<file path="src/rtl/rv32i_dbus_bridge_if.sv">
// Signal bundle between the RV32I data port, the bridge and the system data bus.
// The master modport is the bridge's view: slave to the core, master on the bus.
// The slave modport is the environment's view: the core plus the bus target.
interface rv32i_dbus_bridge_if;
    // Core side
    logic [31:0] daddress;
    logic        dwrite;
    logic [31:0] dwritedata;
    logic [3:0]  dbyteenable;
    logic        dread;
    logic [31:0] dreaddata;
    logic        dwaitrequest;
    // System bus side
    logic [31:0] m_address;
    logic        m_write;
    logic [31:0] m_writedata;
    logic [3:0]  m_byteenable;
    logic        m_read;
    logic        m_waitrequest;
    logic [31:0] m_readdata;
    logic        m_readdatavalid;

    modport master (
        input  daddress, dwrite, dwritedata, dbyteenable, dread,
        output dreaddata, dwaitrequest,
        output m_address, m_write, m_writedata, m_byteenable, m_read,
        input  m_waitrequest, m_readdata, m_readdatavalid
    );

    modport slave (
        output daddress, dwrite, dwritedata, dbyteenable, dread,
        input  dreaddata, dwaitrequest,
        input  m_address, m_write, m_writedata, m_byteenable, m_read,
        output m_waitrequest, m_readdata, m_readdatavalid
    );
endinterface

</file>
<file path="src/rtl/rv32i_dbus_bridge.sv">
// RV32I data-port bridge: stores are posted into a write FIFO, loads wait for
// the FIFO to drain and are then issued as pipelined reads with readdatavalid.
module rv32i_dbus_bridge #(
    parameter int unsigned LOG2_WFIFO_DEPTH = 2
) (
    input  logic                      clk,
    input  logic                      reset_n,
    rv32i_dbus_bridge_if.master       bus,
    output logic                      wr_overflow,
    output logic [LOG2_WFIFO_DEPTH:0] wfifo_level
);
    localparam int unsigned Depth = 1 << LOG2_WFIFO_DEPTH;
    localparam int unsigned PtrW  = LOG2_WFIFO_DEPTH;
    localparam int unsigned CntW  = LOG2_WFIFO_DEPTH + 1;

    typedef enum logic [2:0] {StIdle, StDrain, StIssue, StWaitData, StResp} state_e;

    typedef struct packed {
        logic [31:0] addr;
        logic [31:0] data;
        logic [3:0]  be;
    } wentry_t;

    wentry_t         mem_q [Depth];
    wentry_t         head;
    logic [PtrW-1:0] wr_ptr_q, wr_ptr_d, rd_ptr_q, rd_ptr_d;
    logic [CntW-1:0] count_q, count_d;
    logic            overflow_q, overflow_d;
    logic            fifo_empty, fifo_full, pop, push_ok;

    state_e          state_q, state_d;
    logic [31:0]     raddr_q, raddr_d;
    logic [31:0]     rdata_q, rdata_d;
    logic            m_read_q, m_read_d;
    logic            dwait_q, dwait_d;

    // Bus-facing outputs; a write may only go out while no load owns the bus.
    always_comb begin
        head        = mem_q[rd_ptr_q];
        fifo_empty  = (count_q == '0);
        fifo_full   = (count_q == CntW'(Depth));
        bus.m_write = ~fifo_empty & ((state_q == StIdle) | (state_q == StDrain));
        bus.m_read  = m_read_q;
        if (bus.m_write) begin
            bus.m_address    = head.addr;
            bus.m_writedata  = head.data;
            bus.m_byteenable = head.be;
        end else if (m_read_q) begin
            bus.m_address    = raddr_q;
            bus.m_writedata  = '0;
            bus.m_byteenable = 4'hF;
        end else begin
            bus.m_address    = '0;
            bus.m_writedata  = '0;
            bus.m_byteenable = '0;
        end
        bus.dreaddata    = rdata_q;
        bus.dwaitrequest = dwait_q;
        wr_overflow      = overflow_q;
        wfifo_level      = count_q;
    end

    // FIFO next state; a push into a full FIFO survives only if the head pops.
    always_comb begin
        pop        = bus.m_write & ~bus.m_waitrequest;
        push_ok    = bus.dwrite & (~fifo_full | pop);
        wr_ptr_d   = wr_ptr_q + PtrW'(push_ok);
        rd_ptr_d   = rd_ptr_q + PtrW'(pop);
        count_d    = count_q + CntW'(push_ok) - CntW'(pop);
        overflow_d = overflow_q | (bus.dwrite & fifo_full & ~pop);
    end

    // FIFO pointers, occupancy and sticky overflow.
    always_ff @(posedge clk or negedge reset_n) begin
        if (!reset_n) begin
            wr_ptr_q   <= '0;
            rd_ptr_q   <= '0;
            count_q    <= '0;
            overflow_q <= 1'b0;
        end else begin
            wr_ptr_q   <= wr_ptr_d;
            rd_ptr_q   <= rd_ptr_d;
            count_q    <= count_d;
            overflow_q <= overflow_d;
        end
    end

    // FIFO storage; contents are don't-care once the pointers are reset.
    always_ff @(posedge clk) begin
        if (push_ok) begin
            mem_q[wr_ptr_q] <= '{addr: bus.daddress, data: bus.dwritedata, be: bus.dbyteenable};
        end
    end

    // Load sequencing: drain posted stores, issue, wait for data, respond once.
    always_comb begin
        state_d = state_q;
        raddr_d = raddr_q;
        rdata_d = rdata_q;
        unique case (state_q)
            StIdle: begin
                if (bus.dread) begin
                    raddr_d = bus.daddress;
                    // A same-cycle store is older than the load, so it drains first.
                    state_d = (!fifo_empty || bus.dwrite) ? StDrain : StIssue;
                end
            end
            StDrain: begin
                if (fifo_empty && !bus.dwrite) state_d = StIssue;
            end
            StIssue: begin
                if (!bus.m_waitrequest) state_d = StWaitData;
            end
            StWaitData: begin
                if (bus.m_readdatavalid) begin
                    rdata_d = bus.m_readdata;
                    state_d = StResp;
                end
            end
            StResp:  state_d = StIdle;
            default: state_d = StIdle;
        endcase
        m_read_d = (state_d == StIssue);
        dwait_d  = (state_d != StResp);
    end

    // Read FSM state and its registered outputs.
    always_ff @(posedge clk or negedge reset_n) begin
        if (!reset_n) begin
            state_q  <= StIdle;
            raddr_q  <= '0;
            rdata_q  <= '0;
            m_read_q <= 1'b0;
            dwait_q  <= 1'b1;
        end else begin
            state_q  <= state_d;
            raddr_q  <= raddr_d;
            rdata_q  <= rdata_d;
            m_read_q <= m_read_d;
            dwait_q  <= dwait_d;
        end
    end
endmodule

</file>
<file path="src/flat_wrapper.sv">
// flat-port wrapper written by rule: the top's interface ports become plain ports
module rv32i_dbus_bridge_flat 
#(
    parameter int unsigned LOG2_WFIFO_DEPTH = 2
)
  (clk, reset_n, wr_overflow, wfifo_level, bus_daddress, bus_dwrite, bus_dwritedata, bus_dbyteenable, bus_dread, bus_dreaddata, bus_dwaitrequest, bus_m_address, bus_m_write, bus_m_writedata, bus_m_byteenable, bus_m_read, bus_m_waitrequest, bus_m_readdata, bus_m_readdatavalid);
  rv32i_dbus_bridge_if bus_i ();
  input  logic clk;
  input  logic reset_n;
  output logic wr_overflow;
  output logic [LOG2_WFIFO_DEPTH:0] wfifo_level;
  input wire logic [$bits(bus_i.daddress)-1:0] bus_daddress;
  input wire logic [$bits(bus_i.dwrite)-1:0] bus_dwrite;
  input wire logic [$bits(bus_i.dwritedata)-1:0] bus_dwritedata;
  input wire logic [$bits(bus_i.dbyteenable)-1:0] bus_dbyteenable;
  input wire logic [$bits(bus_i.dread)-1:0] bus_dread;
  output wire logic [$bits(bus_i.dreaddata)-1:0] bus_dreaddata;
  output wire logic [$bits(bus_i.dwaitrequest)-1:0] bus_dwaitrequest;
  output wire logic [$bits(bus_i.m_address)-1:0] bus_m_address;
  output wire logic [$bits(bus_i.m_write)-1:0] bus_m_write;
  output wire logic [$bits(bus_i.m_writedata)-1:0] bus_m_writedata;
  output wire logic [$bits(bus_i.m_byteenable)-1:0] bus_m_byteenable;
  output wire logic [$bits(bus_i.m_read)-1:0] bus_m_read;
  input wire logic [$bits(bus_i.m_waitrequest)-1:0] bus_m_waitrequest;
  input wire logic [$bits(bus_i.m_readdata)-1:0] bus_m_readdata;
  input wire logic [$bits(bus_i.m_readdatavalid)-1:0] bus_m_readdatavalid;
  assign bus_i.daddress = bus_daddress;
  assign bus_i.dwrite = bus_dwrite;
  assign bus_i.dwritedata = bus_dwritedata;
  assign bus_i.dbyteenable = bus_dbyteenable;
  assign bus_i.dread = bus_dread;
  assign bus_dreaddata = bus_i.dreaddata;
  assign bus_dwaitrequest = bus_i.dwaitrequest;
  assign bus_m_address = bus_i.m_address;
  assign bus_m_write = bus_i.m_write;
  assign bus_m_writedata = bus_i.m_writedata;
  assign bus_m_byteenable = bus_i.m_byteenable;
  assign bus_m_read = bus_i.m_read;
  assign bus_i.m_waitrequest = bus_m_waitrequest;
  assign bus_i.m_readdata = bus_m_readdata;
  assign bus_i.m_readdatavalid = bus_m_readdatavalid;
  rv32i_dbus_bridge #(.LOG2_WFIFO_DEPTH(LOG2_WFIFO_DEPTH)) u_core (.clk(clk), .reset_n(reset_n), .bus(bus_i), .wr_overflow(wr_overflow), .wfifo_level(wfifo_level));
endmodule
</file>
<file path="config.mk">
export PLATFORM = sky130hd
export DESIGN_NAME = rv32i_dbus_bridge_flat
export DESIGN_NICKNAME = d
export VERILOG_FILES = /design/src/rtl/rv32i_dbus_bridge_if.sv /design/src/rtl/rv32i_dbus_bridge.sv /design/src/flat_wrapper.sv
export SDC_FILE = /design/constraint.sdc
export NUM_CORES = 1
export LEC_CHECK = 0
export BUFFER_PORTS_ARGS = -buffer_cell sky130_fd_sc_hd__buf_2
export CELL_PAD_IN_SITES_DETAIL_PLACEMENT = 1
export CELL_PAD_IN_SITES_GLOBAL_PLACEMENT = 1
export CORE_MARGIN = 2
export CORE_UTILIZATION = 35
export DETAILED_ROUTE_END_ITERATION = 12
export PLACE_DENSITY_LB_ADDON = 0.1
export SLEW_MARGIN = 40
export SYNTH_ARGS = -nofsm -noshare
export SYNTH_HDL_FRONTEND = slang
export SYNTH_SLANG_ARGS = --single-unit
</file>
<file path="constraint.sdc">
create_clock -name clk -period 12.42 [get_ports clk]
set_input_delay 1.863 -clock clk [delete_from_list [all_inputs] [get_ports clk]]
set_output_delay 1.863 -clock clk [all_outputs]
set_load 0.02 [all_outputs]
</file>
Word level (Yosys, flattened, before mapping)
Memory sizes are Yosys's and may differ from the RTL's.
Index checks and enable logic that the tools add are counted.

storage, ports and cells
  logic and storage cells = 53
  memories kept = 1
  output and inout port bits = 107
  bits of input ports = 106
  RAM bits = 272
  bits in registers = 77

memories
  memory        depth  bits a word  read ports  clocked after memory_dff  wr ports  RTL line                 text
  u_core.mem_q  4      68           1           0                         1         rv32i_dbus_bridge.sv:24  wentry_t mem_q [Depth];

operators by class
  bitwise operators = 12
  equal/unequal tests = 6
  reductions and logical operators = 8
  mux-type cells = 13
  add/sub/neg operators = 4

operator list
  kind                count
  $mux 32             3
  $mux 3              4
  $pmux 3 s4          1
  $eq 3x2->1 const B  3
  $mux 4              2
  $logic_not 3->1     2
  $and 1x1->1         5
  $add 2x1->2         2
  $not 1->1           4
  $reduce_and 2->1    2
  $add 3x1->3         1
  $eq 3x1->1 const B  1
  $eq 3x3->1 const B  1
  $ne 3x3->1 const B  1
  $or 1x1->1          3
  $sub 3x1->3         1
  $logic_not 1->1     2
  $mux 1              2
  $mux 2              1
  $logic_and 1x1->1   1
  $logic_or 1x1->1    1

Longest topological paths before layout
  depth in word-level cells = 8
  depth in mapped cells = 10
  depth with buffers taken out = 9

Worst setup path after synthesis
Ideal clock, no wire load.

  kind = in2reg
  from = input port bus_m_waitrequest
  to = memory u_core.mem_q[1][0] (netlist bit) (enable)
  path slack = 4357 ps
  cell stages on the path = 3
  path buffers = 0
  setup time = 592 ps
  data arrival time = 7471 ps
  data required time = 11828 ps
  path through = or3_1 a31o_2 nor3b_1

between the ends
  word-level cells in the longest chain between the ends = 6

ends and longest elaborated chain
  item                          RTL line                 text
  from (decl)                   flat_wrapper.sv:24       input wire logic [$bits(bus_i.m_waitrequest)-1:0] bus_m_waitrequest;
  $not 1->1                     rv32i_dbus_bridge.sv:65  pop = bus.m_write & ~bus.m_waitrequest;
  $and 1x1->1                   rv32i_dbus_bridge.sv:65
  $or 1x1->1                    rv32i_dbus_bridge.sv:66  push_ok = bus.dwrite & (~fifo_full | pop);
  $and 1x1->1                   rv32i_dbus_bridge.sv:66
  $mux 1                        rv32i_dbus_bridge.sv:90  if (push_ok) begin
  $mux 1 (implied by the code)  rv32i_dbus_bridge.sv:91  mem_q[wr_ptr_q] <= '{addr: bus.daddress, data: bus.dwritedata, be: bus.dbyteenable};
  to (decl)                     rv32i_dbus_bridge.sv:24

Every way passes these cells.

Final worst setup path
  from = register u_core.count_q[1] (netlist: u_core.wfifo_level[1])
  to = output port bus_m_writedata[13]

between the ends
  word-level cells in the longest chain between the ends = 4

ends and longest elaborated chain
  item                    RTL line                 text
  from (decl)             rv32i_dbus_bridge.sv:27  logic [CntW-1:0] count_q, count_d;
  from (signal assigned)  rv32i_dbus_bridge.sv:83  count_q <= count_d;
  $logic_not 3->1         rv32i_dbus_bridge.sv:40  fifo_empty = (count_q == '0);
  $not 1->1               rv32i_dbus_bridge.sv:42  bus.m_write = ~fifo_empty & ((state_q == StIdle) | (state_q == StDrain));
  $and 1x1->1             rv32i_dbus_bridge.sv:42
  $mux 32                 rv32i_dbus_bridge.sv:44  if (bus.m_write) begin
  to (decl)               flat_wrapper.sv:21       output wire logic [$bits(bus_i.m_writedata)-1:0] bus_m_writedata;

Every way passes these cells.

==> results.toml <==
[critical_path]
path_depth = 6
critical_path_class = "reg -> out"
rr_worst_depth = 5
reg2reg_slack_ps = 9730
critPathRequiredTime_ps = 10560
critPathMaxStageDelay_ps = 540
timing.critical_path.buf_inv = 3
timing.rr.start = "u_core.state_q[1]$_DFF_PN0_"
cp-endpoint = "bus_m_writedata[13]"
crit_arrival_ps = 3430
crit_slowest_cell = "buf_4"
critPathTopFamily = "buffers and inverters"
cp_max_fo = 33
crit_start = "u_core.wfifo_level[1]$_DFF_PN0_"
path_cells = "nor3_1 -> or2_2 -> buf_4 -> clkinv_2 -> and2_1 -> buf_2"
rr_endpoint = "u_core.mem_q[3][32]$_DFFE_PP_"
cp-start-kind = "register"
cp-end-kind = "output pin"

[detailed_routing]
wl_per_cell_um = 21.0
finalWirelength_um = 31000
drt_iter0_markers = 261
ant_nets = 0
num_vias = 7102
dr.pass1.iters = 4
drc_errors = 0
vias_per_cell = 4.80

[power_and_ir_drop]
ir_drop_v = 0.000110
design_power_total_w = 0.00450
power_per_cell_area_nw_per_um2 = 273
p_leak_nw = 6.19

[clock_tree]
cts_resized = 0
clkTransAtPathRegs_ps = 60
cts-root-buf = "clkbuf_16"
numCtsBuffers = 39
h-tree-depth = 2
clock-sinks = 349
clock_path_buffers = 3
clock_latency_ps = 550
cts_setup_buffers = 0
cts_tree = "built"
hold_buffers = 0

[timing]
rsz0062_at_grt = "no"
slew_headroom = 0.502
worst_pin_slew_ps = 747
tns_ps = 0
hold_violations = 0
finalMaxSlewViolations = 0
setup_viol = 0
fmax_mhz = 189
skew_ps = 11.6
finalCritPeriodShare = 0.426
fin_crit_ps = 5290

[placement]
placed_cell_area_um2 = 15300
gp_congestion = 0.710
portBuffers = 212
dp_hpwl_um = 18900

[finish]
layout_common_cells = "edfxtp_1 (272), buf_2 (211), dfrtp_1 (73)"
nets = 1039
syn_to_final_growth_pct = 20.5
stdcell_area_um2 = 16500
mostFrequentLayoutCell = "edfxtp_1"
drive_gt1_frac = 0.435

[outcome]
status = "complete, no violations"

[synthesis]
synth_nets = 806
synthCells = 696
synthesis.yosys.warnings = 0
yosysUniqueCellTypes = 38
synth_ff_type = "edfxtp_1"
avgSynthCellArea_um2 = 19.6
synth_edf_count = 272
synth_seq_cells = 349
synth_seq_area_share = 0.739
async_flop_share = 0.221
synth_area_um2 = 13700

[min_path]
hold_path_class = "reg -> reg"

[floorplanning]
die_area_um2 = 40600
start_util = 0.354
row_count = 72
fp.dieH_um = 202
num_io_pins = 213
core_um2 = 38600
dieWidth_um = 202

[job]
drv_cap = 0

[global_routing]
grt_start_max_net_pins = 55
antenna_found_initial = 3
track_usage = 0.158
overflow = 0
grt_pass1_vias = 8155
grt_first_pass_wirelength_um = 48200
## cell type report
cell class	count	area, µm²
sequential	349	10100
clock buffer	54	1030
clock inverter	18	92.6
multi-input combinational	269	3210
tap	518	648
timing repair buffer	226	1200
antenna	2	5.00
inverter	44	166
fill	3805	22100
## power by group
part	switching (W)	total, W	internal [W]
logic	0.00101	0.00172	0.000706
clock network	0.000440	0.00102	0.000583
registers	0.000169	0.00176	0.00159
## worst register-to-register path, cell delays in order, from the launching register on
cell and delay, ps:
dfrtp_1 420, or3_1 410, a31o_2 320, inv_1 160, and3_4 440, buf_6 530
## worst min path at each step
| stage | start | end | slack (ps) | depth (start not counted) |
|---|---|---|---|---|
| floorplan | u_core.state_q[2]$_DFF_PN0_ | u_core.bus.m_read$_DFF_PN0_ | 450 | 1 |
| global route | u_core.raddr_q[28]$_DFFE_PN0P_ | u_core.raddr_q[28]$_DFFE_PN0P_ | 510 | 1 |
| global placement | u_core.state_q[2]$_DFF_PN0_ | u_core.bus.m_read$_DFF_PN0_ | 470 | 1 |
| detailed placement | u_core.wr_overflow$_DFF_PN0_ | u_core.wr_overflow$_DFF_PN0_ | 460 | 1 |
| finish | u_core.wr_overflow$_DFF_PN0_ | u_core.wr_overflow$_DFF_PN0_ | 470 | 1 |
| CTS | u_core.wr_overflow$_DFF_PN0_ | u_core.wr_overflow$_DFF_PN0_ | 470 | 1 |
## per-layer routing
layer,track usage,part of all wire
met1,0.191,0.41
met2,0.274,0.50
met3,0.0470,0.065
met4,0.0449,0.022
met5,0,0.00077
## metrics by stage
| step | util | std cells | setup slack (ps) | hold slack, ps |
|---|---|---|---|---|
| floorplan | - | 696 | 4360 | 448 |
| global route | 0.427 | 1478 | 6860 | 507 |
| finish | 0.427 | 1480 | 7130 | 468 |
| global placement | 0.397 | 1405 | 7770 | 467 |
| CTS | 0.426 | 1477 | 7010 | 475 |
| detailed placement | 0.397 | 1405 | 7620 | 456 |
## synthesized netlist by cell type (3+ instances only)
cell      number  share of area
and2_1        32          0.015
buf_2         13         0.0048
buf_6          7         0.0058
clkbuf_1      10         0.0027
dfrtp_1       76           0.14
edfxtp_1     272           0.60
ha_1           3         0.0027
inv_1         43          0.012
mux2_1         3         0.0025
mux2_2        61          0.050
mux2i_1       32          0.023
mux4_2        68           0.11
nand2_1       36         0.0099
nor3_1         3         0.0011
o21ai_0        5         0.0018
xor2_1         3         0.0019
## cells by family (layout without fill, tap and decap cells)
kind of cell	Yosys count	count (layout)	share of synthesized area
AOI/OAI and AO/OA	10	10	0.00458
xor gates and xnor gates	5	5	0.00321
adders and majority gates	4	4	0.00421
buffers and inverters	78	342	0.0273
DFF	349	349	0.739
muxes	164	164	0.188
other	0	2	0
and+or+nand+nor	86	86	0.0335
## sequential cells by signal, indices dropped and copies added, names as in the netlist
| register | count |
|---|---|
| u_core.wr_ptr_q | 2 |
| u_core.raddr_q | 32 |
| u_core.wr_overflow | 1 |
| u_core.bus.m_read | 1 |
| u_core.bus.dwaitrequest | 1 |
| u_core.wfifo_level | 3 |
| u_core.rd_ptr_q | 2 |
| u_core.mem_q | 272 |
| u_core.state_q | 3 |
| u_core.bus.dreaddata | 32 |
(Power assumes the default switching activity.)
